File: config.mk
export PLATFORM = sky130hd
export DESIGN_NAME = instr_encoder
export DESIGN_NICKNAME = d
export VERILOG_FILES = /design/src/rtl/mips_pkg.sv /design/src/rtl/instr_pack.sv /design/src/rtl/instr_encoder.sv
export SDC_FILE = /design/constraint.sdc
export NUM_CORES = 1
export LEC_CHECK = 0
export CAP_MARGIN = 20
export CORE_AREA = 2 2 104 106
export CTS_BUF_LIST = sky130_fd_sc_hd__clkbuf_4 sky130_fd_sc_hd__clkbuf_8 sky130_fd_sc_hd__clkbuf_16
export CTS_CLUSTER_SIZE = 8
export DETAILED_ROUTE_END_ITERATION = 16
export DIE_AREA = 0 0 106 108
export MAX_ROUTING_LAYER = met4
export PLACE_DENSITY = 0.84
export SYNTH_ARGS = -nofsm -noshare
export SYNTH_HDL_FRONTEND = slang
export SYNTH_SLANG_ARGS = --single-unit
File: constraint.sdc
create_clock -name clk -period 8.17 [get_ports clk]
set_clock_uncertainty 0.15 [all_clocks]
set_input_delay 1.634 -clock clk [delete_from_list [all_inputs] [get_ports clk]]
set_output_delay 1.634 -clock clk [all_outputs]
set_load 0.1 [all_outputs]
File: src/rtl/mips_pkg.sv
// mips_pkg: op_sel classes, shared opcodes and instruction field positions
package mips_pkg;
  typedef enum logic [2:0] {OP_LW, OP_SW, OP_RTYPE, OP_ADDI, OP_BEQ, OP_J} op_sel_e;
  localparam logic [5:0] OPC_LW = 6'b100011;
  localparam logic [5:0] OPC_SW = 6'b101011;
  localparam logic [5:0] OPC_RTYPE = 6'b000000;
  localparam logic [5:0] OPC_ADDI = 6'b001000;
  localparam logic [5:0] OPC_BEQ = 6'b000100;
  localparam logic [5:0] OPC_J = 6'b000010;
  localparam int OPC_LSB = 26;
  localparam int RS_LSB = 21;
  localparam int RT_LSB = 16;
  localparam int RD_LSB = 11;
  localparam int SHAMT_LSB = 6;
  localparam int FUNCT_LSB = 0;
  localparam int IMM_LSB = 0;
  localparam int TARGET_LSB = 0;
  function automatic logic [5:0] opcode(input op_sel_e op);
    return op == OP_LW ? OPC_LW :
           op == OP_SW ? OPC_SW :
           op == OP_ADDI ? OPC_ADDI :
           op == OP_BEQ ? OPC_BEQ :
           op == OP_J ? OPC_J : OPC_RTYPE;
  endfunction
endpackage

File: src/rtl/instr_pack.sv
// instr_pack: combinational packer of instruction fields into a MIPS word with legality flag
module instr_pack
  import mips_pkg::*;
(
  input  logic [2:0]  op_sel,
  input  logic [4:0]  rs,
  input  logic [4:0]  rt,
  input  logic [4:0]  rd,
  input  logic [4:0]  shamt,
  input  logic [5:0]  funct,
  input  logic [15:0] imm,
  input  logic [25:0] target,
  output logic [31:0] word,
  output logic        legal
);
  op_sel_e op;
  assign op = op_sel_e'(op_sel);
  assign legal = op_sel <= 3'd5;
  always_comb begin
    word = '0;
    word[OPC_LSB +: 6] = opcode(op);
    if (op == OP_J) word[TARGET_LSB +: 26] = target;
    else begin
      word[RS_LSB +: 5] = rs;
      word[RT_LSB +: 5] = rt;
      if (op == OP_RTYPE) begin
        word[RD_LSB +: 5] = rd;
        word[SHAMT_LSB +: 5] = shamt;
        word[FUNCT_LSB +: 6] = funct;
      end else word[IMM_LSB +: 16] = imm;
    end
  end
endmodule

File: src/rtl/instr_encoder.sv
// instr_encoder: packs instruction fields into addressed MIPS words on a valid/ready stream
module instr_encoder
  import mips_pkg::*;
#(
  parameter int                ADDR_W    = 32,
  parameter logic [ADDR_W-1:0] BASE_ADDR = '0
) (
  input  logic              clk,
  input  logic              rst_n,
  input  logic              in_valid,
  output logic              in_ready,
  input  logic [2:0]        op_sel,
  input  logic [4:0]        rs,
  input  logic [4:0]        rt,
  input  logic [4:0]        rd,
  input  logic [4:0]        shamt,
  input  logic [5:0]        funct,
  input  logic [15:0]       imm,
  input  logic [25:0]       target,
  input  logic              addr_load,
  output logic              out_valid,
  input  logic              out_ready,
  output logic [31:0]       out_word,
  output logic [ADDR_W-1:0] out_addr,
  output logic [15:0]       word_count,
  output logic              err
);
  logic [31:0] word;
  logic legal, acc, take;
  logic [ADDR_W-1:0] next_addr;
  instr_pack u_pack (
    .op_sel(op_sel), .rs(rs), .rt(rt), .rd(rd), .shamt(shamt),
    .funct(funct), .imm(imm), .target(target), .word(word), .legal(legal)
  );
  assign in_ready = !addr_load && (!out_valid || out_ready);
  assign acc = in_valid && in_ready;
  assign take = acc && legal;
  always_ff @(posedge clk) begin
    if (!rst_n) begin
      out_valid <= 1'b0;
      out_word <= '0;
      out_addr <= '0;
      next_addr <= BASE_ADDR;
      word_count <= '0;
      err <= 1'b0;
    end else begin
      err <= acc && !legal;
      out_valid <= take || (out_valid && !out_ready);
      next_addr <= addr_load ? BASE_ADDR : take ? next_addr + ADDR_W'(4) : next_addr;
      if (take) begin
        out_word <= word;
        out_addr <= next_addr;
        word_count <= word_count + 16'(word_count != '1);
      end
    end
  end
endmodule

# Yosys cells after proc, flatten, opt, wreduce, memory -nomap -nowiden
# Index checks and enable logic that the tools add are counted.
op_classes:
  add_sub_neg: 2
  reduce_logical: 13
  eq_ne: 6
  n_lt_le_gt_ge: 1
  bitwise: 1
  muxes: 7
ops:
  columns: ["operator", "n"]
  rows:
  - ["32-bit by 3-bit adder with 32-bit output (second input constant)", 1]
  - ["26-bit two-way mux", 1]
  - ["6-bit two-way mux", 4]
  - ["16-bit by 1-bit adder with 16-bit output", 1]
  - ["16-bit two-way mux", 1]
  - ["16-bit inequality test (second input constant)", 1]
  - ["3-bit by 2-bit == test with 1-bit output (second input constant)", 2]
  - ["3-bit == test (second input constant)", 2]
  - ["1-bit logical AND", 5]
  - ["1-bit zero test", 4]
  - ["3-bit by 1-bit == test with 1-bit output (second input constant)", 1]
  - ["3-bit <= comparator (second input constant)", 1]
  - ["3-bit zero test", 1]
  - ["1-bit logical OR", 2]
  - ["2-bit two-way mux", 1]
  - ["2-bit OR reduction", 1]
  - ["1-bit NOT", 1]
word_totals:
  out_inout_bits: 83
  reg_bits: 114

# Depth between registers and ports, before layout
# Gate-level depths: netlist of the first run.
depth:
  depth_word: 6
  ltp_mapped: 11
  depth_no_buf: 9

# Hierarchy
# From an unflattened synthesis of the first run, not the netlist that was laid out.
hier_totals:
  hier_cells: 674
  area_unflattened_um2: 5554.1
by_module_without_submodules:
  columns: ["module", "cells_per_inst", "n_inst", "area_each_um2"]
  rows:
  - ["instr_encoder", 537, 1, 4568.1]
  - ["instr_pack", 137, 1, 985.9]

# Worst setup path after synthesis of the first run
# No wires, ideal clock.
synth_timing:
  path_type: "input-to-output"
  from: "input out_ready"
  to: "output in_ready"
  t_arrival_ns: 2.965
  path_buffers: 0
  setup_slack_ns: 3.421
  path_stages: 2
  cell_sequence: "nor2b_1 nor2_1"
synth_via:
  elab_chain_cells: 2
synth_lines:
  columns: ["element", "line_no", "source"]
  rows:
  - ["from (decl)", "instr_encoder.sv:22", "input logic out_ready,"]
  - ["1-bit logical OR", "instr_encoder.sv:35", "assign in_ready = !addr_load && (!out_valid || out_ready);"]
  - ["1-bit logical AND", "instr_encoder.sv:35", null]
  - ["to (decl)", "instr_encoder.sv:11", "output logic in_ready,"]
# No other way between the ends.

# Worst setup path after layout of the first run
# Same ends and word-level chain as after synthesis.

==> summary.txt, run 1 <==
status: complete, no violations
routed via count: 4947
synthesized area: 5060 µm²
Max VDD drop: 0.0827 mV
number of synthesized flops with an enable pin: 0
Die Span Y: 108 µm
most frequent cells in the layout: clkdlybuf4s50_1, nand2_1, dfxtp_1
kind of critical path: in2out
final setup vio count: 0
area leader, netlist: dfxtp_1
cts repair resizes: 0
CTS tree: done
Crit path required time: 6390 ps
WP data arrival: 3500 ps
Setup Buffers After CTS: 0
CP endpoint kind: output pin
Inst Count DP: 883
nets: 837
Layout Area Growth over Synthesis: 34.6%
register area: 2160 µm²
drt wl/cell: 15.0 µm
final non-filler cell total: 899
post-synthesis sequential area ratio: 0.427
fin util: 0.666
hold buffers post-CTS: 0
fill cell count: 834
Setup TNS: 0 ps
unrepaired setup endpoints after global routing: false
max_cap viols: 0
DRC Markers: 0
Hold Startpoint: out_word[5]$_SDFFE_PN0P_
Die ar.: 11400 µm²
Antenna Nets Post-Route: 0
post-synthesis async set-or-reset flop share: 0
Longest Clk Path Bufs: 2
Critical Path Start Type: input port
post-DP HPWL: 9.70 mm
power per cell area: 157 nW/µm²
Die W: 106 µm
worst-path fanout max: 6
I/O Pins: 159
clk_lat worst skew: 360 ps
CP startpoint: out_ready
share of the synthesized area in the top cell type: 0.427
GRT Total Usage: 0.249
leakage: 2.34 nW
core area: 10200 µm²
Clk pin slew, worst setup/hold paths: 90 ps
Total Wirelength: 13.4 mm
Placer Congestion: 0.832
drt via density: 5.50
Min-Delay Path Class: reg2reg
Slew HR: 0.305
post-place setup slack: 2890 ps
commonest non-fill, non-tap cell in the layout: clkdlybuf4s50_1
Most used DFF post-synth: dfxtp_1
# diodes: 0
Worst Reg-to-Reg Cells: 9
yosys warns: 0
fin crit period: 5280 ps
port buffer count: 155
H-tree Lvls: 3
distinct cell type count after synthesis: 52
final worst slack: 2890 ps
Worst Hold Path Cells: 2
pin count of the biggest net entering global routing: 60
Syn Area/Cell: 8.00 µm²
clock root cell: clkbuf_8
vias in the first global route: 4721
GR Overflow Total: 0
initial antenna violation count: 0
Slew Viols, Final: 0
CTS Sinks: 108
Syn Inst Count: 633
layout cell share with drive strength beyond 1: 0.0721
first-pass GRT wire length: 22.3 mm
Core Rows: 37
Final Hold Fails: 0
Starting Density: 0.495
flip-flop and latch count after synthesis: 108
Synth area leaders: dfxtp_1, nand2_1, mux2i_1
Fin Hold WS: 310 ps
Starting DRT DRC Count: 165
worst slew pin tran: 1040 ps
Period Utilization, post-route: 0.647
achievable frequency: 189 MHz
Inserted Clock Buffers: 9
drt first pass iters: 4
reg2reg start: word_count[4]$_SDFFE_PN0P_
multi-input combinational cell area: 2650 µm²
[kinds of logic after synthesis]
logic type / count (synthesis) / synth area share
xor gates and xnor gates: 4 / 0.00692
AOI/OAI and AO/OA: 125 / 0.154
other: 1 / 0.000741
and+or+nand+nor: 307 / 0.298
muxes: 27 / 0.0534
buffers and inverters: 58 / 0.0522
DFF: 108 / 0.427
adders and majority gates: 3 / 0.00742
[per-layer routing]
layer	vias to the layer above	global-route usage	share of wire
li1	2467	-	-
met1	2283	0.295	0.42
met2	176	0.426	0.49
met3	21	0.0536	0.068
met4	0	0.0752	0.019
met5	-	-	0
[worst max-delay path, stage by stage]
cell and delay, ps:
clkdlybuf4s50_1 410, nor2b_1 400, nor2_1 80, clkdlybuf4s50_1 980
[power by group]
group	total [mW]	switching, mW	internal (mW)
registers	0.540	0.00532	0.535
logic	0.191	0.125	0.0664
clock network	0.336	0.181	0.154
[Yosys cell counts (all sizes together) (5+ instances only)]
cell type  instances
and2               5
inv               10
mux2i             27
clkbuf            33
dfxtp            108
or3                8
a211oi            10
nand4             14
a21oi             53
or4               11
a41o               6
buf               15
a31o              16
nor2              39
and4               7
o21ai             23
a31oi              6
nand3             28
nand2b            20
nand2            142
nor4              22
o31ai              7
[sequential cells by signal, summed over array words and instances, names as in the netlist]
signal / count
err: 1
out_valid: 1
out_word: 30
word_count: 16
next_addr: 30
out_addr: 30
[area by class of cell]
type / instances / share of cell area
multi-input cells: 469 / 0.389
flip-flops and latches: 108 / 0.317
repair buffers: 160 / 0.233
well taps: 136 / 0.0250
clock buffers: 11 / 0.0213
clock inverters: 5 / 0.00863
inverters: 10 / 0.00551
[final timing paths]
path	end	slack, ps
setup reg to reg	word_count[12]$_SDFFE_PN0P_	5030
hold / removal	out_word[5]$_SDFFE_PN0P_	310
hold reg to reg	out_word[5]$_SDFFE_PN0P_	310
setup / recovery	in_ready	2890
[metrics by stage]
step	total power, mW	area (µm²)
after floorplan	0.678	5070
after global placement	0.741	6610
after detailed placement	0.744	6610
after CTS	1.07	6810
after global routing	1.11	6810
final	1.07	6810
Note: power is estimated with default switching activity, not from simulation.
==> run 2, diff against run 1 <==
--- a/config.mk
+++ b/config.mk
@@ -6,13 +6,13 @@
 export NUM_CORES = 1
 export LEC_CHECK = 0
 export CAP_MARGIN = 20
-export CORE_AREA = 2 2 104 106
+export CORE_AREA = 2 2 113 115
 export CTS_BUF_LIST = sky130_fd_sc_hd__clkbuf_4 sky130_fd_sc_hd__clkbuf_8 sky130_fd_sc_hd__clkbuf_16
 export CTS_CLUSTER_SIZE = 8
 export DETAILED_ROUTE_END_ITERATION = 16
-export DIE_AREA = 0 0 106 108
+export DIE_AREA = 0 0 115 117
 export MAX_ROUTING_LAYER = met4
-export PLACE_DENSITY = 0.84
+export PLACE_DENSITY = 0.75
 export SYNTH_ARGS = -nofsm -noshare
 export SYNTH_HDL_FRONTEND = slang
 export SYNTH_SLANG_ARGS = --single-unit
==> constraint.sdc (replaced) <==
create_clock -name clk -period 4.8 [get_ports clk]
set_clock_uncertainty 0.15 [all_clocks]
set_input_delay 0.96 -clock clk [delete_from_list [all_inputs] [get_ports clk]]
set_output_delay 0.96 -clock clk [all_outputs]
set_load 0.1 [all_outputs]
==> run 2 against run 1 <==
Combinational power up 72%. Clock-buffer cell count decreased by 2. Cell area grew 2.0%.
==> summary.txt, run 2 (synthesis results as in run 1) <==
status: complete, no violations
wire length on met3: 1.06 mm (+16%)
kind of critical path: in2reg
DRT met1 WL: 6.03 mm (+5.7%)
max_cap viols: 0 (unchanged)
GR Overflow Total: 0 (unchanged)
routed via count: 5099 (+3.1%)
Met2 Wirelength: 7.05 mm (+7.4%)
vias in the first global route: 4796 (+1.6%)
clock root cell: clkbuf_16
cts repair resizes: 0 (unchanged)
drt via density: 5.57 (+1.2%)
Placer Congestion: 0.904 (+8.6%)
Slew HR: 0.299 (-0.00621)
Regs by FF count: next_addr x30, out_addr x30, out_word x30
area post-placement: 6650 µm² (+0.57%)
most frequent cells in the layout: clkdlybuf4s50_1, nand2_1, dfxtp_1
drt first pass iters: 5 (+1)
Antenna Nets Post-Route: 0 (unchanged)
fin util: 0.564 (-0.102)
first-pass GRT wire length: 22.8 mm (+2.4%)
layout cell share with drive strength beyond 1: 0.0770 (+0.00494)
achievable frequency: 285 MHz
unrepaired setup endpoints after global routing: false
Setup TNS: 0 ps (unchanged)
Setup Buffers After CTS: 0 (unchanged)
port buffer count: 155 (unchanged)
commonest non-fill, non-tap cell in the layout: clkdlybuf4s50_1
Starting Density: 0.411 (-0.0836)
Crit path largest cell delay: 680 ps (-300 ps)
final setup vio count: 0 (unchanged)
highest routing layer actually used: met4
initial antenna violation count: 0 (unchanged)
hold buffers post-CTS: 0 (unchanged)
Design Area, Final: 6950 µm² (+2.0%)
Fin Hold WS: 308 ps (-1.97 ps)
Slew Viols, Final: 0 (unchanged)
Die Span Y: 117 µm (+8.3%)
pin count of the biggest net entering global routing: 60 (unchanged)
Crit path required time: 4930 ps (-1460 ps)
core area: 12300 µm² (+20%)
H-tree Lvls: 3 (unchanged)
CTS Sinks: 108 (unchanged)
Min-Delay Path Class: reg2reg
Starting DRT DRC Count: 255 (+55%)
Die ar.: 13500 µm² (+18%)
Longest Clk Path Bufs: 2 (unchanged)
worst-path fanout max: 33 (+27)
worst slew pin tran: 1050 ps (+9.28 ps)
final worst slack: 1300 ps (-1590 ps)
leakage: 2.39 nW (+2.3%)
Total Wirelength: 14.4 mm (+7.1%)
CTS tree: done
I/O Pins: 159 (unchanged)
Period Utilization, post-route: 0.730
DRC Markers: 0 (unchanged)
Final Hold Fails: 0 (unchanged)
Die W: 115 µm (+8.5%)
drt wl/cell: 15.7 µm (+5.1%)
fill cell count: 1136 (+36%)
GRT Total Usage: 0.219 (-0.0293)
slowest cell on the critical path: nand3_2
Inserted Clock Buffers: 9 (unchanged)
fin crit period: 3500 ps
power per cell area: 287 nW/µm² (+84%)
Max VDD drop: 0.173 mV (+110%)
Clk pin slew, worst setup/hold paths: 70 ps (-20 ps)
# diodes: 0 (unchanged)
clk_lat worst skew: 350 ps (about the same)
post-place setup slack: 920 ps (-1970 ps)
CP endpoint kind: flip-flop
CP Cell Sequence: clkdlybuf4s50_1 -> nor2b_1 -> nand3_2 -> buf_4 -> nor4_1 -> mux2i_1
Core Rows: 41 (+11%)
Layout Area Growth over Synthesis: 37.3%
post-DP HPWL: 10.7 mm (+11%)
Critical Path Start Type: input port
nets: 840 (+0.36%)
WP data arrival: 3630 ps (+130 ps)
[run 2: cell count changes in the layout (fill, tap and decap cells not counted), sizes merged]
cell and change:
buf +4, clkbuf -2, clkdlybuf4s50 -1, clkinv +1, clkinvlp +1
[run 2: area by class of cell]
class | instances | area [µm²] | area share
timing repair buffer | 163 | 1610 | 0.232
inverter | 10 | 37.5 | 0.00540
tap | 150 | 188 | 0.0270
clock buffer | 9 | 225 | 0.0324
multi-input combinational | 469 | 2650 | 0.381
clock inverter | 7 | 75.1 | 0.0108
sequential | 108 | 2160 | 0.311
[run 2: critical path: cells and delay by family]
| kind | cells | cell delay (ps) |
|---|---|---|
| and+or+nand+nor | 3 | 1500 |
| buffers and inverters | 2 | 910 |
| muxes | 1 | 240 |
[run 2: path summary, 6_finish.rpt]
check | depth (start not counted) | start | slack, ps | end
max | 6 | addr_load | 1300 | next_addr[23]$_SDFFE_PP0P_
min | 2 | out_word[27]$_SDFFE_PN0P_ | 310 | out_word[27]$_SDFFE_PN0P_
max reg2reg | 9 | word_count[4]$_SDFFE_PN0P_ | 1650 | word_count[10]$_SDFFE_PN0P_
min reg2reg | 2 | out_word[27]$_SDFFE_PN0P_ | 310 | out_word[27]$_SDFFE_PN0P_
[run 2: routing by layer]
| metal | global-route usage | vias to the layer above |
|---|---|---|
| li1 | - | 2480 |
| met1 | 0.256 | 2409 |
| met2 | 0.376 | 191 |
| met3 | 0.0536 | 19 |
| met4 | 0.0659 | 0 |
| met5 | - | - |
[run 2: report_power, final]
part	internal, mW	total, mW	switching (mW)
clock	0.406	0.748	0.341
sequential	0.911	0.920	0.00924
combinational	0.114	0.329	0.214
[run 2: stage by stage]
| stage | power, mW | instances |
|---|---|---|
| 6_report | 2.00 | 916 |
| 5_1_grt | 2.06 | 916 |
| 4_1_cts | 2.00 | 916 |
| 3_5_place_dp | 1.27 | 900 |
| 3_3_place_gp | 1.27 | 900 |
| 2_1_floorplan | 1.15 | 635 |
